[src/rtl/i_fetch.sv]
// Instruction-fetch stage: owns the PC, talks req/ack to instruction memory and
// loads the IF/ID register consumed by decode, honouring decode's stall and redirect.
module i_fetch #(
    parameter logic [0:31] RESET_PC  = 32'h0000_0000,
    parameter logic [0:31] NOP_INSTR = 32'h5400_0000
) (
    input  logic        clk,
    input  logic        rst_n,
    input  logic        stall,
    input  logic        redirect,
    input  logic [0:31] redirect_target,
    output logic        imem_req,
    output logic [0:31] imem_addr,
    input  logic        imem_ack,
    input  logic [0:31] imem_rdata,
    output logic [0:31] instruction,
    output logic [0:31] pc_plus_four,
    output logic        if_valid
);

    typedef enum logic [1:0] {
        FETCH = 2'd0,
        HOLD  = 2'd1,
        DRAIN = 2'd2
    } state_t;

    state_t      state, state_nxt;
    logic        run;
    logic [0:31] pc, pc_nxt, pc_inc;
    logic [0:31] hold_buf;
    logic [0:31] drain_addr;
    logic [0:31] ifid_word;
    logic        load_ifid, bubble_ifid, load_hold, load_drain;
    logic        take_redirect;

    // Stall has priority: decode re-presents the branch once it releases.
    assign take_redirect = redirect && !stall;
    assign pc_inc        = pc + 32'd4;

    // run stays low through reset and the first edge after it, so no request
    // is visible until one clock after rst_n deasserts.
    assign imem_req  = run && (state != HOLD);
    assign imem_addr = (state == DRAIN) ? drain_addr : pc;

    always_comb begin
        state_nxt   = state;
        pc_nxt      = pc;
        ifid_word   = imem_rdata;
        load_ifid   = 1'b0;
        bubble_ifid = 1'b0;
        load_hold   = 1'b0;
        load_drain  = 1'b0;
        case (state)
            FETCH: begin
                if (run) begin
                    if (take_redirect) begin
                        bubble_ifid = 1'b1;
                        pc_nxt      = redirect_target;
                        // The in-flight request must still complete at its old address.
                        if (!imem_ack) begin
                            load_drain = 1'b1;
                            state_nxt  = DRAIN;
                        end
                    end else if (imem_ack) begin
                        if (stall) begin
                            load_hold = 1'b1;
                            state_nxt = HOLD;
                        end else begin
                            load_ifid = 1'b1;
                            pc_nxt    = pc_inc;
                        end
                    end
                end
            end
            HOLD: begin
                if (!stall) begin
                    state_nxt = FETCH;
                    if (redirect) begin
                        bubble_ifid = 1'b1;
                        pc_nxt      = redirect_target;
                    end else begin
                        load_ifid = 1'b1;
                        ifid_word = hold_buf;
                        pc_nxt    = pc_inc;
                    end
                end
            end
            DRAIN: begin
                if (take_redirect)
                    pc_nxt = redirect_target;
                if (imem_ack)
                    state_nxt = FETCH;
            end
            default: state_nxt = FETCH;
        endcase
    end

    always_ff @(posedge clk or negedge rst_n) begin
        if (!rst_n) begin
            state <= FETCH;
            run   <= 1'b0;
            pc    <= RESET_PC;
        end else begin
            state <= state_nxt;
            run   <= 1'b1;
            pc    <= pc_nxt;
        end
    end

    always_ff @(posedge clk or negedge rst_n) begin
        if (!rst_n) begin
            hold_buf   <= '0;
            drain_addr <= '0;
        end else begin
            if (load_hold)
                hold_buf <= imem_rdata;
            if (load_drain)
                drain_addr <= pc;
        end
    end

    always_ff @(posedge clk or negedge rst_n) begin
        if (!rst_n) begin
            instruction  <= NOP_INSTR;
            pc_plus_four <= '0;
            if_valid     <= 1'b0;
        end else if (bubble_ifid) begin
            instruction  <= NOP_INSTR;
            pc_plus_four <= '0;
            if_valid     <= 1'b0;
        end else if (load_ifid) begin
            instruction  <= ifid_word;
            pc_plus_four <= pc_inc;
            if_valid     <= 1'b1;
        end
    end

endmodule

[config.mk]
export PLATFORM = sky130hd
export DESIGN_NAME = i_fetch
export DESIGN_NICKNAME = d
export VERILOG_FILES = /design/src/rtl/i_fetch.sv
export SDC_FILE = /design/constraint.sdc
export NUM_CORES = 1
export LEC_CHECK = 0
export ABC_AREA = 0
export CELL_PAD_IN_SITES_DETAIL_PLACEMENT = 0
export CELL_PAD_IN_SITES_GLOBAL_PLACEMENT = 1
export CORE_ASPECT_RATIO = 0.7
export CORE_MARGIN = 2
export CORE_UTILIZATION = 43
export DETAILED_ROUTE_END_ITERATION = 10
export GPL_ROUTABILITY_DRIVEN = 0
export GPL_TIMING_DRIVEN = 0
export PLACE_DENSITY = 0.85
export SYNTH_ARGS = -nofsm -noshare
export SYNTH_HDL_FRONTEND = slang
export SYNTH_SLANG_ARGS = --single-unit
[constraint.sdc]
create_clock -name clk -period 4 [get_ports clk]
set_clock_uncertainty 0.15 [all_clocks]
set_input_delay 0.8 -clock clk [delete_from_list [all_inputs] [get_ports clk]]
set_output_delay 0.8 -clock clk [all_outputs]
set_load 0.05 [all_outputs]
==> run metrics, run 1 <==
Post-Synth XOR/XNOR Area under 10%; FFs w/ async S/R, synth 100%; DR vias approximately 6700; Buffers on Ports 165; CTS buffer count 17; Post-Syn Instances 782; post-route ant nets 0; Syn Area/Cell around 10 um2; Worst R2R End pc[16]; most frequent cells in the layout clkdlybuf4s50_1, dfrtp_1, nand2_1; Synth Area in Simple Gates about an eighth; Leak around 4.5 nW; Max Clock Freq roughly 270 MHz; per-cell routed wire length around 19 um; #FFs+latches synth between 150 and 200; # DRC 0; critical path class flop to output pin; CTS tree done; Fin Hold WS roughly 0.14 ns; Least-Margin Pin Slew around 1 ns; crit path cell chain inv_1 > ha_1 > clkbuf_2 > buf_2 > mux2_2 > clkdlybuf4s50_1; Worst Setup End Kind output pin; Die Ht approximately 120 um; area delta synth->final 31.8%; reg2reg start state[0]; Overall Global Routing Usage a little under a quarter; Largest delay share family, worst path buffers and inverters; RSZ-0062 raised after global routing false; core box area between 0.015 and 0.02 mm2; WL final between 20 and 25 mm; post-CTS setup buffers 0; period utilization a little over nine tenths; placed instance area just over 0.01 mm2; EDFF count, synth 0; Final nets between 1000 and 1500; main combinational cell family by area after synthesis multiplexers; via/cell ratio 5.51; initial antenna violation count 0; Post-Syn Area slightly above 0.008 mm2; ANT cells 0; crit path DAT 2.81 ns; Synth Area in Compound Gates 13.9%; outcome complete, no violations; CP Launch Type flop; Required @ worst endpoint a little over 3 ns; Clock Latency Late Sink about 0.43 ns; slowest CP cell clkdlybuf4s50_1; clock slew at reported path FFs approximately 0.070 ns; top_reg_cell synth dfrtp_1; final hold violations 0; Synth warnings 0; Yosys cell types 59; max cap viols 0; initial drt markers 539; pin count of the biggest net entering global routing between 100 and 150; Rows 42; worst r2r path cells 9; commonest non-fill, non-tap cell in the layout clkdlybuf4s50_1; Clock Path Buffers 2; Reg2Reg Setup Slack 1.13 ns; sequential-to-total area share from yosys stat between 50% and 60%; Top Ports approximately 170; CTS sink count roughly 160; Worst slew margin about a third; Period minus WS final 3.76 ns; drt first pass iters 5; vias in the first global route between 6000 and 7000; die width roughly 170 um; layout cells sized above 1 around 17%; Critical Path Fanout Max 10; HPWL after detailed placement ~17 mm; Synth Area in Adders less than 1%; Max IR drop VDD 505 uV; final instance area around 0.011 mm2; first-pass GRT wire length approximately 37 mm; WP buf/inv 4; multiplexer share of the synthesized area 16.4%; CP peak stage delay ~0.70 ns; Power per Cell Area about 860 mW/mm2; type of the tightest min-delay check input pin to asynchronous set/reset pin; GRT overflow 0; Initial Utilization between 40% and 50%; H-tree levels 4; clock root buffer clkbuf_16; Net Count, Synth 856; Final setup viols 0; die footprint 0.0202 mm2; max-slew violation count 0
[stage by stage]
stage	power [mW]	TNS, ns	setup slack [ns]	std cells	util, %
final	9.30	0	0.241	1222	57.4
after global routing	9.82	0	0.113	1222	57.4
after CTS	9.33	0	0.00188	1222	57.4
after detailed placement	7.61	0	0.216	1190	54.1
after global placement	7.54	-806.03	-4.97	1189	54.0
after floorplan	5.99	0	0.911	782	-
[metal layers]
metal  vias to the layer above  global-route usage (%)  routed length [um]  part of all wire (%)
li1                       3155                       -                   -                     -
met1                      3352                    35.7               11500                    50
met2                       210                    34.2                9860                    43
met3                        15                    6.07                1600                   6.9
met4                         0                    5.61                 218                  0.94
met5                         -                       0                   0                     0
[synthesized netlist by cell type (all sizes together), types with 2 or more instances]
library cell  instances  area share (%)
dfrtp               161              49
nand2               102             4.7
o21ai               100             6.1
mux2                 88              12
clkbuf               35             1.6
mux2i                35             4.3
nor2                 31             1.4
buf                  26             1.5
xnor2                22             2.4
inv                  17            0.78
a22oi                16             1.5
a21oi                14            0.85
o2bb2ai              13             1.4
nand3                11            0.67
nand4                 9            0.95
and4                  7            0.76
nor3                  7            0.43
o22ai                 7            0.53
and3                  6            0.47
nor4                  6            0.90
a32oi                 5            0.53
and2                  5            0.40
ha                    5            0.76
nor2b                 5            0.38
xor2                  5            0.53
a21o                  4            0.37
a221oi                3            0.32
a22o                  3            0.32
a2bb2oi               3            0.32
a31oi                 3            0.23
dfstp                 3            0.96
nand2b                3            0.23
o211ai                3            0.27
or4                   3            0.29
a311oi                2            0.21
nand4b                2            0.21
o31ai                 2            0.18
[worst register-to-register path: stages (launching register included)]
cell and delay, ns:
dfrtp_1 0.39, inv_1 0.08, ha_1 0.42, nor2b_1 0.21
a21o_1 0.10, clkbuf_1 0.39, clkbuf_1 0.59, nor2_1 0.11
a22oi_1 0.17, o2bb2ai_1 0.10
[registers in the layout, summed over array words and instances, names as in the netlist]
register / cells
pc: 32
instruction: 32
pc_plus_four: 32
state: 2
run: 1
if_valid: 1
drain_addr: 32
hold_buf: 32
[cell type report]
cell class / instances / area [um2]
plain buffers: 61 / 264
clock buffers: 20 / 467
clock inverters: 12 / 145
fillers: 1669 / 8010
inverters: 17 / 63.8
multi-input cells: 540 / 3770
flip-flops and latches: 164 / 4110
well taps: 242 / 303
repair buffers: 166 / 1690
[how the worst max path moves through the flow]
stage                          to     start  slack, ns  depth (start not counted)
floorplan            imem_addr[1]  state[0]       0.91                          5
global placement     hold_buf[19]     rst_n      -4.97                          1
detailed placement   imem_addr[0]  state[0]       0.22                          6
CTS                  imem_addr[4]  state[0]      0.002                          6
global route        imem_addr[28]  state[0]       0.11                          6
finish               imem_addr[0]  state[0]       0.24                          6
[logic make-up after synthesis]
family	Yosys count
adder cells (fa/ha/maj)	5
other	1
multiplexers	123
buffers and inverters	78
AO/OA/AOI/OAI	185
flip-flops	164
AND/OR/NAND/NOR	199
XOR/XNOR	27
[repair_timing]
item	in CTS	in global routing
setup endpoints to repair	28	32
resized for setup	3	4
hold buffers	0	0
[power by group]
| group | switching, mW | total, mW | internal [mW] | leakage [nW] |
|---|---|---|---|---|
| clock | 0.707 | 1.69 | 0.981 | 0.288 |
| sequential | 0.442 | 2.82 | 2.38 | 2.11 |
| combinational | 3.11 | 4.80 | 1.69 | 2.09 |
| total | 4.25 | 9.30 | 5.05 | 4.48 |
No activity file was read; power rests on OpenSTA's default activity.
==> run 2: changes to the inputs <==
--- a/config.mk
+++ b/config.mk
@@ -10,11 +10,11 @@
 export CELL_PAD_IN_SITES_GLOBAL_PLACEMENT = 1
 export CORE_ASPECT_RATIO = 0.7
 export CORE_MARGIN = 2
-export CORE_UTILIZATION = 43
+export CORE_UTILIZATION = 36
 export DETAILED_ROUTE_END_ITERATION = 10
 export GPL_ROUTABILITY_DRIVEN = 0
 export GPL_TIMING_DRIVEN = 0
-export PLACE_DENSITY = 0.85
+export PLACE_DENSITY = 0.76
 export SYNTH_ARGS = -nofsm -noshare
 export SYNTH_HDL_FRONTEND = slang
 export SYNTH_SLANG_ARGS = --single-unit
==> constraint.sdc (replaced) <==
create_clock -name clk -period 3.4 [get_ports clk]
set_clock_uncertainty 0.15 [all_clocks]
set_input_delay 1.02 -clock clk [delete_from_list [all_inputs] [get_ports clk]]
set_output_delay 1.02 -clock clk [all_outputs]
set_load 0.05 [all_outputs]
==> run metrics, run 2 (synthesized netlist as in run 1, its figures left out) <==
outcome complete, no violations; Fin Hold WS 0.327 ns (+0.185 ns); CP Launch Type flop; commonest non-fill, non-tap cell in the layout dfrtp_1; Buffers on Ports 165 (unchanged); GRT overflow 0 (unchanged); first-pass GRT wire length 37.1 mm (+0.54%); clock slew at reported path FFs 0.07 ns (about the same); Leak 4.51 nW (+0.53%); pre-CTS setup slack -0.531 ns (-0.747 ns); Die Ht 130 um (+9.0%); Critical Path Fanout Max 11 (+1); WL final 23.9 mm (+3.2%); Initial Utilization 36.4% (-7.1 points); Rows 46 (+9.5%); Final nets 1040 (-0.096%); drt first pass iters 5 (unchanged); RSZ-0062 raised after global routing false; most frequent cells in the layout dfrtp_1, clkdlybuf4s50_1, nand2_1; Max Clock Freq 303 MHz; placed instance area 0.0103 mm2 (+0.86%); CTS buffer count 17 (unchanged); fillcell total 2065 (+24%); type of the tightest min-delay check flop to flop; max cap viols 0 (unchanged); Worst Setup End Kind output pin; final hold violations 0 (unchanged); Multi-input gate area 0.00378 mm2 (+0.47%); die width 184 um (+9.1%); Max IR drop VDD 448 uV (-11%); H-tree levels 4 (unchanged); crit path DAT 2.13 ns (-0.68 ns); Final setup viols 0 (unchanged); DR vias 6644 (-1.3%); Overall Global Routing Usage 20.4% (-3.3 points); CTS tree done; per-cell routed wire length 18.5 um (-2.3%); initial antenna violation count 0 (unchanged); Period minus WS final 3.30 ns; # DRC 0 (unchanged); total negative slack 0 ns (unchanged); Required @ worst endpoint 2.23 ns (-0.82 ns); Clock Path Buffers 2 (unchanged); vias in the first global route 6371 (-3.1%); post-CTS setup buffers 0 (unchanged); critical path class flop to output pin; placed cell count 1260 (+5.9%); Top Ports 167 (unchanged); Worst slew margin 32.1% (-0.94 points); die footprint 0.0240 mm2 (+19%); CTS sink count 164 (unchanged); non-filler cells, final 1291 (+5.6%); final instance area 0.0109 mm2 (+1.2%); via/cell ratio 5.15 (-6.6%); initial drt markers 469 (-13%); Power per Cell Area 1000 mW/mm2 (+16%); final worst setup slack 0.103 ns (-0.138 ns); pin count of the biggest net entering global routing 91 (-13%); post-route ant nets 0 (unchanged); clock root buffer clkbuf_16; HPWL after detailed placement 17.3 mm (+3.7%); Post-CTS Hold Buffers 0 (unchanged); area delta synth->final 33.4%; layout cells sized above 1 20.2% (+3.7 points); Clock Latency Late Sink 0.44 ns (about the same); register area 0.00411 mm2 (unchanged); ANT cells 0 (unchanged); max-slew violation count 0 (unchanged); Least-Margin Pin Slew 1.01 ns (+0.0140 ns); core box area 0.0225 mm2 (+20%); period utilization between 90% and 100%
[run 2: changes by cell type in the layout (fill, tap and decap cells not counted), moves of 2 or more]
cell / previous run / this run
clkdlybuf4s50_1: 163 / 131
clkdlybuf4s15_2: 0 / 29
inv_8: 1 / 6
clkbuf_1: 32 / 29
clkbuf_8: 3 / 0
clkinvlp_4: 4 / 1
buf_4: 0 / 2
clkbuf_2: 4 / 6
clkbuf_4: 0 / 2
[run 2: worst paths after layout]
check | to | start | slack [ns] | cells past startpoint
setup / recovery | imem_addr[18] | state[0] | 0.10 | 5
hold / removal | instruction[0] | instruction[0] | 0.33 | 2
setup reg to reg | instruction[7] | state[0] | 0.56 | 8
hold reg to reg | instruction[0] | instruction[0] | 0.33 | 2
max in group asynchronous | instruction[30] | rst_n | 1.79 | 2
min in group asynchronous | pc_plus_four[15] | rst_n | 0.42 | 1
[run 2: final cells by class]
type	count	area share (%)
Timing Repair Buffer	166	15.6
Sequential cell	164	37.6
Clock buffer	17	3.89
Buffer	60	2.47
Inverter	17	0.583
Clock inverter	15	1.72
Tap cell	312	3.57
Multi-Input combinational cell	540	34.6
[run 2: critical path: stages (launching register included)]
cell	delay (ns)
dfrtp_1	0.41
inv_1	0.13
ha_4	0.22
buf_4	0.23
mux2_2	0.37
clkdlybuf4s15_2	0.33
[run 2: through the flow]
stage	utilization [%]	total power, mW
4_1_cts	48.6	11.0
6_report	48.6	10.9
2_1_floorplan	-	7.05
3_5_place_dp	45.6	8.97
5_1_grt	48.6	11.6
3_3_place_gp	45.5	8.91
[run 2: power breakdown]
part | total [mW] | internal [mW] | switching (mW) | leakage (nW)
Clock | 2.03 | 1.12 | 0.908 | 0.300
Combinational | 5.59 | 1.94 | 3.65 | 2.10
Sequential | 3.31 | 2.79 | 0.518 | 2.11
[run 2: layer usage]
layer	track usage [%]	vias to the layer above	wire [um]	part of all wire [%]
met5	0	-	0	0
met4	4.66	0	279	1.2
met3	5.75	23	1620	6.8
met2	27.6	200	9820	41
met1	31.7	3265	12200	51
li1	-	3156	-	-
[run 2: what timing repair did]
| item | CTS | global route |
|---|---|---|
| resized for setup | 110 | 19 |
| hold endpoints to repair | 0 | 0 |
| endpoints found under the setup margin | 33 | 118 |
| gates cloned | 0 | 0 |
